<file path="config.mk">
export PLATFORM = sky130hd
export DESIGN_NAME = sseg_scan_driver
export DESIGN_NICKNAME = d
export VERILOG_FILES = /design/src/rtl/sseg_pkg.sv /design/src/rtl/hex_seg_decode.sv /design/src/rtl/sseg_scan_driver.sv
export SDC_FILE = /design/constraint.sdc
export NUM_CORES = 1
export LEC_CHECK = 0
export CORE_MARGIN = 2
export CORE_UTILIZATION = 60
export CTS_CLUSTER_DIAMETER = 40
export DETAILED_ROUTE_END_ITERATION = 16
export GPL_TIMING_DRIVEN = 0
export PLACE_DENSITY = 0.85
export REMOVE_ABC_BUFFERS = 1
export SYNTH_ARGS = -nofsm -noshare
export SYNTH_HDL_FRONTEND = slang
export SYNTH_SLANG_ARGS = --single-unit
</file>
<file path="constraint.sdc">
create_clock -name clk -period 5.1 [get_ports clk]
set_input_delay 0.765 -clock clk [delete_from_list [all_inputs] [get_ports clk]]
set_output_delay 0.765 -clock clk [all_outputs]
set_load 0.01 [all_outputs]
</file>
<file path="src/rtl/sseg_pkg.sv">
// Shared constants for the scanned seven-segment driver.
// Contains the segment bit positions, the blank pattern and the hex glyph table.
package sseg_pkg;

  // Bit positions inside the 8-bit segment word {dp,a,b,c,d,e,f,g}
  localparam int SEG_DP = 7;
  localparam int SEG_A  = 6;
  localparam int SEG_B  = 5;
  localparam int SEG_C  = 4;
  localparam int SEG_D  = 3;
  localparam int SEG_E  = 2;
  localparam int SEG_F  = 1;
  localparam int SEG_G  = 0;

  localparam logic [7:0] SEG_OFF = 8'h00;

  // {a..g} glyphs, entry k is the pattern for hex digit k (listed F down to 0)
  localparam logic [15:0][6:0] SEG_PATTERN = {
    7'b1000111,  // F
    7'b1001111,  // E
    7'b0111101,  // D
    7'b1001110,  // C
    7'b0011111,  // B
    7'b1110111,  // A
    7'b1111011,  // 9
    7'b1111111,  // 8
    7'b1110000,  // 7
    7'b1011111,  // 6
    7'b1011011,  // 5
    7'b0110011,  // 4
    7'b1111001,  // 3
    7'b1101101,  // 2
    7'b0110000,  // 1
    7'b1111110   // 0
  };

endpackage

</file>
<file path="src/rtl/hex_seg_decode.sv">
// Combinational hex nibble to {a..g} glyph lookup.
module hex_seg_decode
  import sseg_pkg::*;
(
  input  logic [3:0] hex,
  output logic [6:0] seg
);

  // Table lookup into the shared glyph ROM
  always_comb begin
    seg = SEG_PATTERN[hex];
  end

endmodule

</file>
<file path="src/rtl/sseg_scan_driver.sv">
// Time-multiplexed N-digit seven-segment driver with double-buffered display
// data, per-digit dp/blanking, leading-zero blanking and PWM brightness.
// Outputs are registered; the output slot of each digit ends with one dark
// cycle so the anode change never overlaps the previous digit's segments.
module sseg_scan_driver
  import sseg_pkg::*;
#(
  parameter int N_DIGITS       = 8,
  parameter int SCAN_DIV       = 100000,
  parameter int DUTY_W         = 4,
  parameter int SEG_ACTIVE_LOW = 0,
  parameter int AN_ACTIVE_LOW  = 1
) (
  input  logic                  clk,
  input  logic                  rst_n,
  input  logic                  load,
  input  logic [4*N_DIGITS-1:0] hex_in,
  input  logic [N_DIGITS-1:0]   dp_in,
  input  logic [N_DIGITS-1:0]   blank_in,
  input  logic                  lzb_en,
  input  logic [DUTY_W-1:0]     duty,
  output logic [7:0]            sseg,
  output logic [N_DIGITS-1:0]   an,
  output logic                  frame_tick
);

  localparam int IDX_W  = (N_DIGITS > 1) ? $clog2(N_DIGITS) : 1;
  localparam int SLOT_W = $clog2(SCAN_DIV);

  localparam logic [SLOT_W-1:0] SLOT_LAST = SLOT_W'(SCAN_DIV - 1);
  localparam logic [IDX_W-1:0]  IDX_LAST  = IDX_W'(N_DIGITS - 1);

  localparam logic [7:0]          SEG_INV = (SEG_ACTIVE_LOW != 0) ? 8'hFF : 8'h00;
  localparam logic [N_DIGITS-1:0] AN_INV  = (AN_ACTIVE_LOW != 0) ? '1 : '0;

  logic [SLOT_W-1:0] slot_cnt;
  logic [IDX_W-1:0]  idx;
  logic [DUTY_W-1:0] pwm_cnt;

  logic [N_DIGITS-1:0][3:0] pend_hex;
  logic [N_DIGITS-1:0]      pend_dp;
  logic [N_DIGITS-1:0]      pend_blank;
  logic [N_DIGITS-1:0][3:0] com_hex;
  logic [N_DIGITS-1:0]      com_dp;
  logic [N_DIGITS-1:0]      com_blank;

  logic                slot_last;
  logic                wrap;
  logic [N_DIGITS-1:0] lzb_mask;
  logic                lz_seen;
  logic [3:0]          cur_hex;
  logic [6:0]          cur_glyph;
  logic                lit;
  logic [7:0]          sseg_nxt;
  logic [N_DIGITS-1:0] an_nxt;

  logic [7:0]          sseg_q;
  logic [N_DIGITS-1:0] an_q;
  logic                tick_q;

  assign slot_last = (slot_cnt == SLOT_LAST);
  assign wrap      = slot_last && (idx == IDX_LAST);

  // Slot timer and digit index; the index steps on the last cycle of a slot
  always_ff @(posedge clk or negedge rst_n) begin
    if (!rst_n) begin
      slot_cnt <= '0;
      idx      <= '0;
    end else begin
      if (slot_last) begin
        slot_cnt <= '0;
        idx      <= (idx == IDX_LAST) ? '0 : idx + 1'b1;
      end else begin
        slot_cnt <= slot_cnt + 1'b1;
      end
    end
  end

  // Free-running brightness counter
  always_ff @(posedge clk or negedge rst_n) begin
    if (!rst_n) begin
      pwm_cnt <= '0;
    end else begin
      pwm_cnt <= pwm_cnt + 1'b1;
    end
  end

  // Pending buffer: the most recent load wins
  always_ff @(posedge clk or negedge rst_n) begin
    if (!rst_n) begin
      pend_hex   <= '0;
      pend_dp    <= '0;
      pend_blank <= '1;
    end else if (load) begin
      pend_hex   <= hex_in;
      pend_dp    <= dp_in;
      pend_blank <= blank_in;
    end
  end

  // Committed buffer only changes at frame wrap, so a frame never mixes two loads;
  // it takes the pending value from before any load in the same cycle
  always_ff @(posedge clk or negedge rst_n) begin
    if (!rst_n) begin
      com_hex   <= '0;
      com_dp    <= '0;
      com_blank <= '1;
    end else if (wrap) begin
      com_hex   <= pend_hex;
      com_dp    <= pend_dp;
      com_blank <= pend_blank;
    end
  end

  // Leading-zero mask: walk down from the MSD until something visible appears
  always_comb begin
    lzb_mask = '0;
    lz_seen  = 1'b0;
    for (int k = N_DIGITS - 1; k >= 1; k--) begin
      if ((com_hex[k] != 4'h0) || com_dp[k]) begin
        lz_seen = 1'b1;
      end
      lzb_mask[k] = lzb_en & ~lz_seen;
    end
  end

  assign cur_hex = com_hex[idx];

  hex_seg_decode u_decode (
    .hex (cur_hex),
    .seg (cur_glyph)
  );

  // Next output word for the current digit; the final slot cycle is the ghosting guard
  always_comb begin
    lit = ~com_blank[idx] & ~lzb_mask[idx] & (pwm_cnt < duty) & ~slot_last;
    sseg_nxt = SEG_OFF;
    an_nxt   = '0;
    if (lit) begin
      sseg_nxt[SEG_DP]    = com_dp[idx];
      sseg_nxt[SEG_A:SEG_G] = cur_glyph;
      an_nxt              = N_DIGITS'(1) << idx;
    end
  end

  // Output registers, frame_tick follows the wrap cycle
  always_ff @(posedge clk or negedge rst_n) begin
    if (!rst_n) begin
      sseg_q <= SEG_OFF;
      an_q   <= '0;
      tick_q <= 1'b0;
    end else begin
      sseg_q <= sseg_nxt;
      an_q   <= an_nxt;
      tick_q <= wrap;
    end
  end

  assign sseg       = sseg_q ^ SEG_INV;
  assign an         = an_q ^ AN_INV;
  assign frame_tick = tick_q;

endmodule

</file>
## Word level (Yosys, flattened, before mapping)

Memories as Yosys holds them, arrays and structs flattened.
Cells that the tools add are included.

| storage, ports and cells | value |
|---|---|
| bits in read-only memories | 112 |
| memories kept | 1 |
| logic and storage cells | 92 |
| bits in registers | 137 |
| output and inout port bits | 17 |
| bits of input ports | 56 |

| operators by class | value |
|---|---|
| shifts and indexed selects | 1 |
| equality and inequality tests | 2 |
| add/subtract/negate cells | 3 |
| reduce and logical (&&, ||, !) cells | 15 |
| mux-type cells | 20 |
| bitwise logic cells | 21 |
| $lt $le $gt $ge | 3 |

Memories:

| memory | depth | bits a word | read ports | clocked after Yosys merged registers in | write ports | RTL line | source |
|---|---|---|---|---|---|---|---|
| (no name shown) | 16 | 7 | 1 | 0 | 0 | hex_seg_decode.sv:11 | `seg = SEG_PATTERN[hex];` |

Operator list:

| cell | count |
|---|---|
| 4-bit nonzero test | 7 |
| 17-bit by 1-bit adder with 17-bit output, second input constant | 1 |
| 17-bit == test, second input constant | 1 |
| 17-bit two-way mux | 1 |
| 8-bit two-way mux | 2 |
| 4-bit binary-select mux with 3-bit select | 1 |
| 1-bit AND | 10 |
| 1-bit two-way mux | 10 |
| 1-bit NOT | 10 |
| 1-bit binary-select mux with 3-bit select | 3 |
| 8-bit NOT | 1 |
| 1-bit by 3-bit << shifter with 8-bit output, first input constant | 1 |
| 1-bit logical OR | 7 |
| 7-bit two-way mux | 1 |
| 4-bit by 5-bit < comparator with 1-bit output, second input constant | 1 |
| 4-bit by 1-bit adder with 4-bit output, second input constant | 1 |
| 3-bit by 4-bit < comparator with 1-bit output, second input constant | 1 |
| 4-bit < comparator | 1 |
| 4-bit two-way mux | 1 |
| 3-bit by 1-bit adder with 3-bit output, second input constant | 1 |
| 3-bit == test, second input constant | 1 |
| 3-bit two-way mux | 1 |
| 1-bit logical AND | 1 |

## Depth between registers and ports, before layout

Gate-level depths: netlist (run 1).

| depth | value |
|---|---|
| depth in word-level cells | 18 |
| gate-level depth with buffers | 9 |
| gate-level depth less buffers | 7 |

## Cells and area by module

Synthesis (run 1) repeated with hierarchy kept, for this count alone.

| second synthesis, totals | value |
|---|---|
| cell total of the unflattened synthesis | 449 |
| area, all modules | 6228.5 sq um |

By module, submodules not included:

| module | sequential area each (sq um) | area an instance (sq um) | cells an instance | times used |
|---|---|---|---|---|
| sseg_scan_driver | 3448.3 | 5940.7 | 416 | 1 |
| hex_seg_decode | 0.0 | 287.8 | 33 | 1 |

## Worst setup path before layout (run 1)

OpenSTA, ideal clock, no wires.

| timing path | value |
|---|---|
| path kind | input -> register |
| start | in duty[1] |
| end | reg an_q[1] |
| stages on the path | 7 |
| setup slack | 2.807 ns |
| buffers on the path | 1 |
| data arrival time | 2.198 ns |
| cells stage by stage | inv_1 > ha_1 > a21o_1 > a21o_1 > a2111o_1 > buf_6 > nor4b_2 |

| on the way | value |
|---|---|
| cells in the longest elaborated chain, start to end | 4 |

RTL lines:

| item | RTL line | source |
|---|---|---|
| start, declared | sseg_scan_driver.sv:21 | `input logic [DUTY_W-1:0] duty,` |
| 4-bit < comparator | sseg_scan_driver.sv:136 | `lit = ~com_blank[idx] & ~lzb_mask[idx] & (pwm_cnt < duty) & ~slot_last;` |
| 1-bit AND (2 in series) | sseg_scan_driver.sv:136 |  |
| 8-bit two-way mux | sseg_scan_driver.sv:139 | `if (lit) begin` |
| via an_nxt[1] | sseg_scan_driver.sv:55 | `logic [N_DIGITS-1:0] an_nxt;` |
| end signal, assigned | sseg_scan_driver.sv:154 | `an_q <= an_nxt;` |
| end, declared | sseg_scan_driver.sv:58 | `logic [N_DIGITS-1:0] an_q;` |

The timed path passes the listed nets, and every way through them passes these cells.
A chain may end at the register's enable or synchronous reset.

## Final worst setup path (run 1)

| timing path | value |
|---|---|
| start | reg slot_cnt[0] |
| end | reg com_hex[16] (netlist bit) |

| on the way | value |
|---|---|
| cells in the longest elaborated chain, start to end | 2 |

RTL lines:

| item | RTL line | source |
|---|---|---|
| start, declared | sseg_scan_driver.sv:36 | `logic [SLOT_W-1:0] slot_cnt;` |
| start signal, assigned | sseg_scan_driver.sv:74 | `slot_cnt <= slot_cnt + 1'b1;` |
| 17-bit == test | sseg_scan_driver.sv:61 | `assign slot_last = (slot_cnt == SLOT_LAST);` |
| 1-bit logical AND | sseg_scan_driver.sv:62 | `assign wrap = slot_last && (idx == IDX_LAST);` |
| end signal, assigned | sseg_scan_driver.sv:109 | `com_hex <= pend_hex;` |
| end, declared | sseg_scan_driver.sv:43 | `logic [N_DIGITS-1:0][3:0] com_hex;` |

Every way passes these cells.

==> results.md, run 1 <==
* Number of vias per cell after detailed routing at 5.652
* Synth-to-Final Area Change at 23.41%
* Routability-driven placement congestion ratio at 0.8939
* Clock tree buffer depth at 2
* Vias in the first global route at 3932
* Global routing's busiest layer: met2
* Data required time of the worst path at 5510 ps
* Setup slack of the critical path after layout at 2059 ps
* Number of inserted filler cells in the final layout at 594
* Ys flop type: dfrtp_1
* Non-filler instance count after layout at 661
* Fraction of post-synthesis cell area in the top cell type by area at 0.4927
* Port bufs at 72
* Post-detailed-route wirelength per cell at 17.53 µm
* Hold Fails Final Rpt at 0
* Post-Place Setup Slack at 1996 ps
* Most common cell after layout, fill and taps aside: dfrtp_1
* Synth async-reset ratio at 1.000
* Launch point of the critical path: slot_cnt[0]$_DFF_PN0_
* Maximum net fanout on the critical path at 29
* GRT Total Usage at 0.2291
* Number of antenna diodes at 0
* Count of flip-flops with a built-in enable after synthesis at 0
* Signal arrival time at the worst endpoint at 3450 ps
* Share of total power in the clock network at 0.496
* Run status: complete, no violations
* Clock-pin slew reported for the worst setup and hold paths after clock tree synthesis at 60 ps
* Initial Util at 0.6230
* Unique cell type count in the Yosys netlist at 50
* CP Launch Type: flip-flop
* First-pass detailed-route iteration total at 4
* Number of buffers inserted by post-CTS setup repair at 0
* Die Y-Extent at 105.2 µm
* Portion of the post-synthesis area used by sequential elements at 0.5611
* End-of-flow core utilization at 0.7689
* Via count at 3736
* Rel. slew slack at 0.2587
* Endpoints failing setup at 0
* Type of the most critical hold path: input port to async pin
* Skew final at 7.715 ps
* Number of nets still failing antenna checks after routing at 0
* Global-route track usage on met3 at 0.06494
* P per Cell Area at 335.0 nW/µm²
* Cell taking the most area after synthesis: dfrtp_1
* Cell at the root of the clock tree: clkbuf_8
* Placed instance count at 629
* Die ar. at 11070 µm²
* Number of clock sinks at 137
* Total negative setup slack at 0 ps
* First-pass GRT wire length at 19380 µm
* Pin count of the biggest net entering global routing at 84
* Met1 Resource Use GR at 0.2841
* Total clock buffers created by CTS at 17
* Source-to-sink clock delay at the later pin of the worst-skew pair at 530 ps
* Internal power contribution at 2.025 mW
* Htree depth at 4
* Worst setup EP type: flip-flop
* Slew Limit Fails at 0
* Critical-path cell with the highest stage delay: and2_2
* Post-cts repair resize count at 0
* Combinational share of power at 0.049
* Post-Route WL at 11590 µm
* Reg-to-reg critical path startpoint: slot_cnt[0]$_DFF_PN0_
* Number of hold buffers added after cts at 0
* Overflow left after global routing at 0
* Part of the power in registers at 0.455
* Highest-count cells in the layout ignoring fill and taps: dfrtp_1, mux2_2, clkdlybuf4s50_1, nor2_1, inv_1
* Initial antenna violation count at 0
* Drt first-iter violations at 149
* Sw frac at 0.2031
* TritonCTS clock tree: done
* Ranking of synthesized cells by area: dfrtp_1, mux2_2, dfstp_2
* Total DRC errors in the routed layout at 0
* Unrepaired setup endpoints after global routing: no
* Type of the worst setup path: flip-flop to flip-flop
* Crit share post-route at 0.5963
* Placed wire-length estimate at 7527 µm
* MaxCap Viol Count at 0
* Minimum period implied by the final worst setup slack at 3041 ps
* Row cnt at 36
* Slew @ Worst Pin at 1112 ps
* Number of warning messages in the yosys log at 0
* Leakage power summed over all cells at 3.423 nW
* Global routing usage on met2 at 0.3788
* Sw Pwr at 516.2 µW
* Kind of cell adding the most delay to the critical path: simple AND/OR/NAND/NOR gates
* Width of the die at 105.2 µm
* Count of state elements after synthesis at 137
* Maximum clock frequency at 0.3288 GHz
* Share of post-route cells with drive strength above 1 at 0.3087
* Nets at 587
* Avg Cell Area, Syn at 13.90 µm²
* Delay contributed by the slowest stage of the critical path at 610 ps
* Peak supply drop at 0.0002198 V
* Placeable core region at 9864 µm²
* Sequence of cells on the critical path: ha_1 -> and4_1 -> nand2_1 -> nor3_4 -> and2_2 -> buf_12 -> mux2_2
* Post-synth design cell area at 6146 µm²
* Count of buffering cells on the critical path with inverters included at 1
* Number of cells produced by synthesis at 442
* Top-Level Pins at 73
==> layer usage <==
metal,wire length [µm],vias to the layer above
met5,0,-
met4,213,0
met3,475,23
met2,6015,90
met1,4881,1891
li1,-,1732
==> logic make-up (layout without fill, tap and decap cells) <==
logic type / after synthesis / after routing / synth area share
AO/OA/AOI/OAI: 24 / 24 / 0.03318
XOR/XNOR: 17 / 17 / 0.02423
adder cells (fa/ha/maj): 16 / 16 / 0.03257
buffers and inverters: 40 / 126 / 0.03277
flip-flops: 137 / 137 / 0.5611
multiplexers: 122 / 122 / 0.2386
AND/OR/NAND/NOR: 86 / 86 / 0.07757
==> final cells by class <==
class,count,area [µm²],share of cell area
Clock buffer,19,441.7,0.05823
Multi-Input combinational cell,265,2497,0.3293
Tap cell,133,166.4,0.02194
Sequential cell,137,3448,0.4546
Clock inverter,13,175.2,0.02309
Inverter,19,71.32,0.009403
Timing Repair Buffer,75,784.5,0.1034
==> worst reg2reg max path: stages, from the launching register on <==
cell and delay [ps]:
dfrtp_1 380, ha_1 240, and4_1 310, nand2_1 120, nor3_4 590, and2_2 620, buf_12 260, mux2_2 400
==> flip-flops by register name, summed over array words and instances, names as in the netlist <==
signal      count
com_blank       8
pend_dp         8
idx             3
com_dp          8
frame_tick      1
slot_cnt       17
pwm_cnt         4
com_hex        32
pend_blank      8
an_q            8
sseg            8
pend_hex       32
==> worst paths after layout <==
path,endpoint,slack [ps],depth (start not counted)
max,com_hex[16]$_DFFE_PN0P_,2060,7
min,pwm_cnt[2]$_DFF_PN0_,180,1
max reg2reg,com_hex[16]$_DFFE_PN0P_,2060,7
min reg2reg,slot_cnt[0]$_DFF_PN0_,480,1
max in group asynchronous,pend_blank[1]$_DFFE_PN1P_,4160,2
min in group clk,slot_cnt[0]$_DFF_PN0_,480,1
==> Yosys cell counts, types with 2 or more instances <==
library cell,count
nor3b_1,2
dfstp_2,16
clkbuf_1,6
nor4b_1,2
mux2_2,97
and3_1,5
buf_2,5
dfrtp_1,121
or3_1,2
mux2i_1,16
o211ai_1,2
mux4_1,3
a211oi_1,2
a2111oi_0,3
xnor2_1,9
nor4b_2,2
o21ai_0,4
inv_1,18
nand4_1,4
a21oi_1,2
nor2_1,22
ha_1,16
xor2_1,8
nor3_1,8
buf_6,4
nor4_1,4
buf_4,4
buf_1,2
or4_1,6
a21o_1,2
mux4_2,6
nand2_1,14
nand3_1,8
==> power by group through the flow <==
stage | Combinational [mW] | Sequential, mW | Clock (mW)
6_report | 0.125 | 1.16 | 1.26
5_1_grt | 0.137 | 1.16 | 1.33
4_1_cts | 0.127 | 1.16 | 1.27
3_5_place_dp | 0.127 | 1.17 | 0
3_3_place_gp | 0.121 | 1.17 | 0
2_1_floorplan | 0.0453 | 1.16 | 0
==> stage by stage <==
stage / area [µm²] / total power, mW / hold slack, ps
final: 7585 / 2.541 / 183.1
after global routing: 7585 / 2.628 / 205.5
after detailed placement: 6968 / 1.301 / 475.1
after global placement: 6903 / 1.293 / 459.2
after CTS: 7585 / 2.557 / 195.1
after floorplan: 6016 / 1.209 / 434.2
(Power assumes the default switching activity.)
==> inputs of run 2 (changes only) <==
--- a/config.mk
+++ b/config.mk
@@ -6,11 +6,11 @@
 export NUM_CORES = 1
 export LEC_CHECK = 0
 export CORE_MARGIN = 2
-export CORE_UTILIZATION = 60
+export CORE_UTILIZATION = 56
 export CTS_CLUSTER_DIAMETER = 40
 export DETAILED_ROUTE_END_ITERATION = 16
 export GPL_TIMING_DRIVEN = 0
-export PLACE_DENSITY = 0.85
+export PLACE_DENSITY = 0.8
 export REMOVE_ABC_BUFFERS = 1
 export SYNTH_ARGS = -nofsm -noshare
 export SYNTH_HDL_FRONTEND = slang
==> constraint.sdc (replaced) <==
create_clock -name clk -period 3 [get_ports clk]
set_input_delay 0.45 -clock clk [delete_from_list [all_inputs] [get_ports clk]]
set_output_delay 0.45 -clock clk [all_outputs]
set_load 0.01 [all_outputs]
==> results.md, run 2 (synthesis results as in run 1) <==
* Clock-pin slew reported for the worst setup and hold paths after clock tree synthesis at 60 ps (about the same)
* Share of post-route cells with drive strength above 1 at 0.3109 (+0.002149)
* Number of clock sinks at 137 (unchanged)
* Most common cell after layout, fill and taps aside: dfrtp_1
* Sequence of cells on the critical path: clkinv_1 -> o41ai_1 -> a311oi_1 -> a211oi_4 -> a2111oi_0
* Hold Fails Final Rpt at 0 (unchanged)
* Unrepaired setup endpoints after global routing: no
* CP Launch Type: flip-flop
* First-pass detailed-route iteration total at 5 (+1)
* Endpoints failing setup at 0 (unchanged)
* Leakage power summed over all cells at 3.458 nW (+1.0%)
* Die ar. at 11830 µm² (+6.9%)
* Delay contributed by the slowest stage of the critical path at 720 ps (+110 ps)
* Slew @ Worst Pin at 752.7 ps (-359.2 ps)
* Source-to-sink clock delay at the later pin of the worst-skew pair at 520 ps (about the same)
* Clock tree buffer depth at 2 (unchanged)
* Cell at the root of the clock tree: clkbuf_8
* Placed instance count at 636 (+1.1%)
* P per Cell Area at 556.8 nW/µm² (+66%)
* Nets at 593 (+1.0%)
* Skew final at 8.296 ps (+0.5811 ps)
* GRT Total Usage at 0.2164 (-0.01271)
* Initial Util at 0.5694 (-0.05359)
* Placeable core region at 10790 µm² (+9.4%)
* Synth-to-Final Area Change at 24.39%
* Placed wire-length estimate at 7718 µm (+2.5%)
* Total DRC errors in the routed layout at 0 (unchanged)
* First-pass GRT wire length at 19110 µm (-1.4%)
* Setup slack of the critical path after layout at 201.2 ps (-1858 ps)
* Maximum clock frequency at 0.3573 GHz (+8.7%)
* Slew Limit Fails at 0 (unchanged)
* TritonCTS clock tree: done
* Top-Level Pins at 73 (unchanged)
* Width of the die at 108.8 µm (+3.4%)
* Htree depth at 4 (unchanged)
* Post-place instance area at 6984 µm² (+0.23%)
* Signal arrival time at the worst endpoint at 3140 ps (-310 ps)
* Type of the worst setup path: flip-flop to flip-flop
* End-of-flow core utilization at 0.7083 (-0.06058)
* Post-route cell area at 7645 µm² (+0.79%)
* Power, Total at 4.257 mW (+68%)
* Drt first-iter violations at 234 (+57%)
* Total clock buffers created by CTS at 17 (unchanged)
* Minimum period implied by the final worst setup slack at 2799 ps (-242.4 ps)
* Pin count of the biggest net entering global routing at 109 (+30%)
* Maximum net fanout on the critical path at 16 (-45%)
* Die Y-Extent at 108.8 µm (+3.4%)
* Routability-driven placement congestion ratio at 0.8448 (-5.5%)
* Initial antenna violation count at 0 (unchanged)
* Number of nets still failing antenna checks after routing at 0 (unchanged)
* Port bufs at 72 (unchanged)
* Post-detailed-route wirelength per cell at 17.09 µm (-2.5%)
* Number of vias per cell after detailed routing at 5.583 (-1.2%)
* Overflow left after global routing at 0 (unchanged)
* Vias in the first global route at 3925 (-0.18%)
* Crit share post-route at 0.9329 (+0.3366)
* Peak supply drop at 0.0004309 V (+96%)
* Critical-path cell with the highest stage delay: dfrtp_1
* Type of the most critical hold path: input port to async pin
* Rel. slew slack at 0.4966 (+0.2379)
* Post-Route WL at 11520 µm (-0.56%)
* Via count at 3763 (+0.72%)
* Row cnt at 38 (+5.6%)
* Non-filler instance count after layout at 674 (+2.0%)
* Largest registers: com_hex (32), pend_hex (32), slot_cnt (17)
* Highest-count cells in the layout ignoring fill and taps: dfrtp_1, mux2_2, clkdlybuf4s50_1, nor2_1, inv_1
* Run status: complete, no violations
* MaxCap Viol Count at 0 (unchanged)
* Post-Place Setup Slack at 95.83 ps (-1901 ps)
* Data required time of the worst path at 3340 ps (-2170 ps)
* Number of antenna diodes at 0 (unchanged)
* Worst setup EP type: flip-flop
==> run 2: changes by cell type in the layout (fill, tap and decap cells not counted), sizes merged <==
cell	change
clkbuf	+6
buf	+5
clkinvlp	-4
bufinv	-1
clkinv	-1
dlygate4sd3	+1
==> run 2: final timing paths <==
path	startpoint	end	slack (ps)	depth (start not counted)
max reg2reg	idx[2]$_DFFE_PN0N_	sseg[4]$_DFF_PN0_	200	5
max	idx[2]$_DFFE_PN0N_	sseg[4]$_DFF_PN0_	200	5
min	rst_n	an_q[0]$_DFF_PN0_	370	2
min in group clk	pwm_cnt[0]$_DFF_PN0_	pwm_cnt[0]$_DFF_PN0_	480	1
max in group asynchronous	rst_n	idx[1]$_DFFE_PN0N_	1830	3
min reg2reg	pwm_cnt[0]$_DFF_PN0_	pwm_cnt[0]$_DFF_PN0_	480	1
==> run 2: critical path, delay by kind of cell (launching register included) <==
family          cells  cell delay [ps]
flops               1              720
compound gates      4             1440
buf+inv             1              450
==> run 2: power by group <==
group / total (mW) / switching (mW) / internal, mW
clock network: 2.08 / 0.725 / 1.35
registers: 1.96 / 0.0374 / 1.93
logic: 0.216 / 0.0812 / 0.135
total: 4.26 / 0.844 / 3.41
==> run 2: metrics by stage <==
stage,hold slack (ps),TNS (ps)
2_1_floorplan,154.4,-5844
3_3_place_gp,464.6,-503970
3_5_place_dp,342.0,0
4_1_cts,347.8,0
5_1_grt,373.8,0
6_report,370.7,0
==> run 2: timing repair <==
action,in CTS,in global routing
hold buffers,1,0
buffers inserted,0,5
resized for setup,0,2
endpoints found under the setup margin,0,41
endpoints found under the hold margin,27,0
==> run 2: final cells by class <==
type | count | area (µm²)
Clock buffer | 25 | 484.2
Clock inverter | 7 | 113.9
Fill cell | 744 | 3148
Inverter | 19 | 71.32
Multi-Input combinational cell | 265 | 2497
Sequential cell | 137 | 3451
Tap cell | 140 | 175.2
Timing Repair Buffer | 81 | 852.1
==> run 2: routing by layer <==
metal  GRT usage  share of wire  vias to the layer above
met5           0              0                        -
met4     0.07875          0.020                        0
met3     0.07651          0.045                       19
met2      0.3634           0.51                       98
met1      0.2581           0.42                     1892
li1            -              -                     1754
==> inputs of run 3 (changes only) <==
--- a/config.mk
+++ b/config.mk
@@ -10,6 +10,7 @@
 export CTS_CLUSTER_DIAMETER = 40
 export DETAILED_ROUTE_END_ITERATION = 16
 export GPL_TIMING_DRIVEN = 0
+export HOLD_SLACK_MARGIN = 0.08
 export PLACE_DENSITY = 0.8
 export REMOVE_ABC_BUFFERS = 1
 export SYNTH_ARGS = -nofsm -noshare
==> results of run 3 <==
The final DEF is identical to that of run 2; final timing and power are the same.
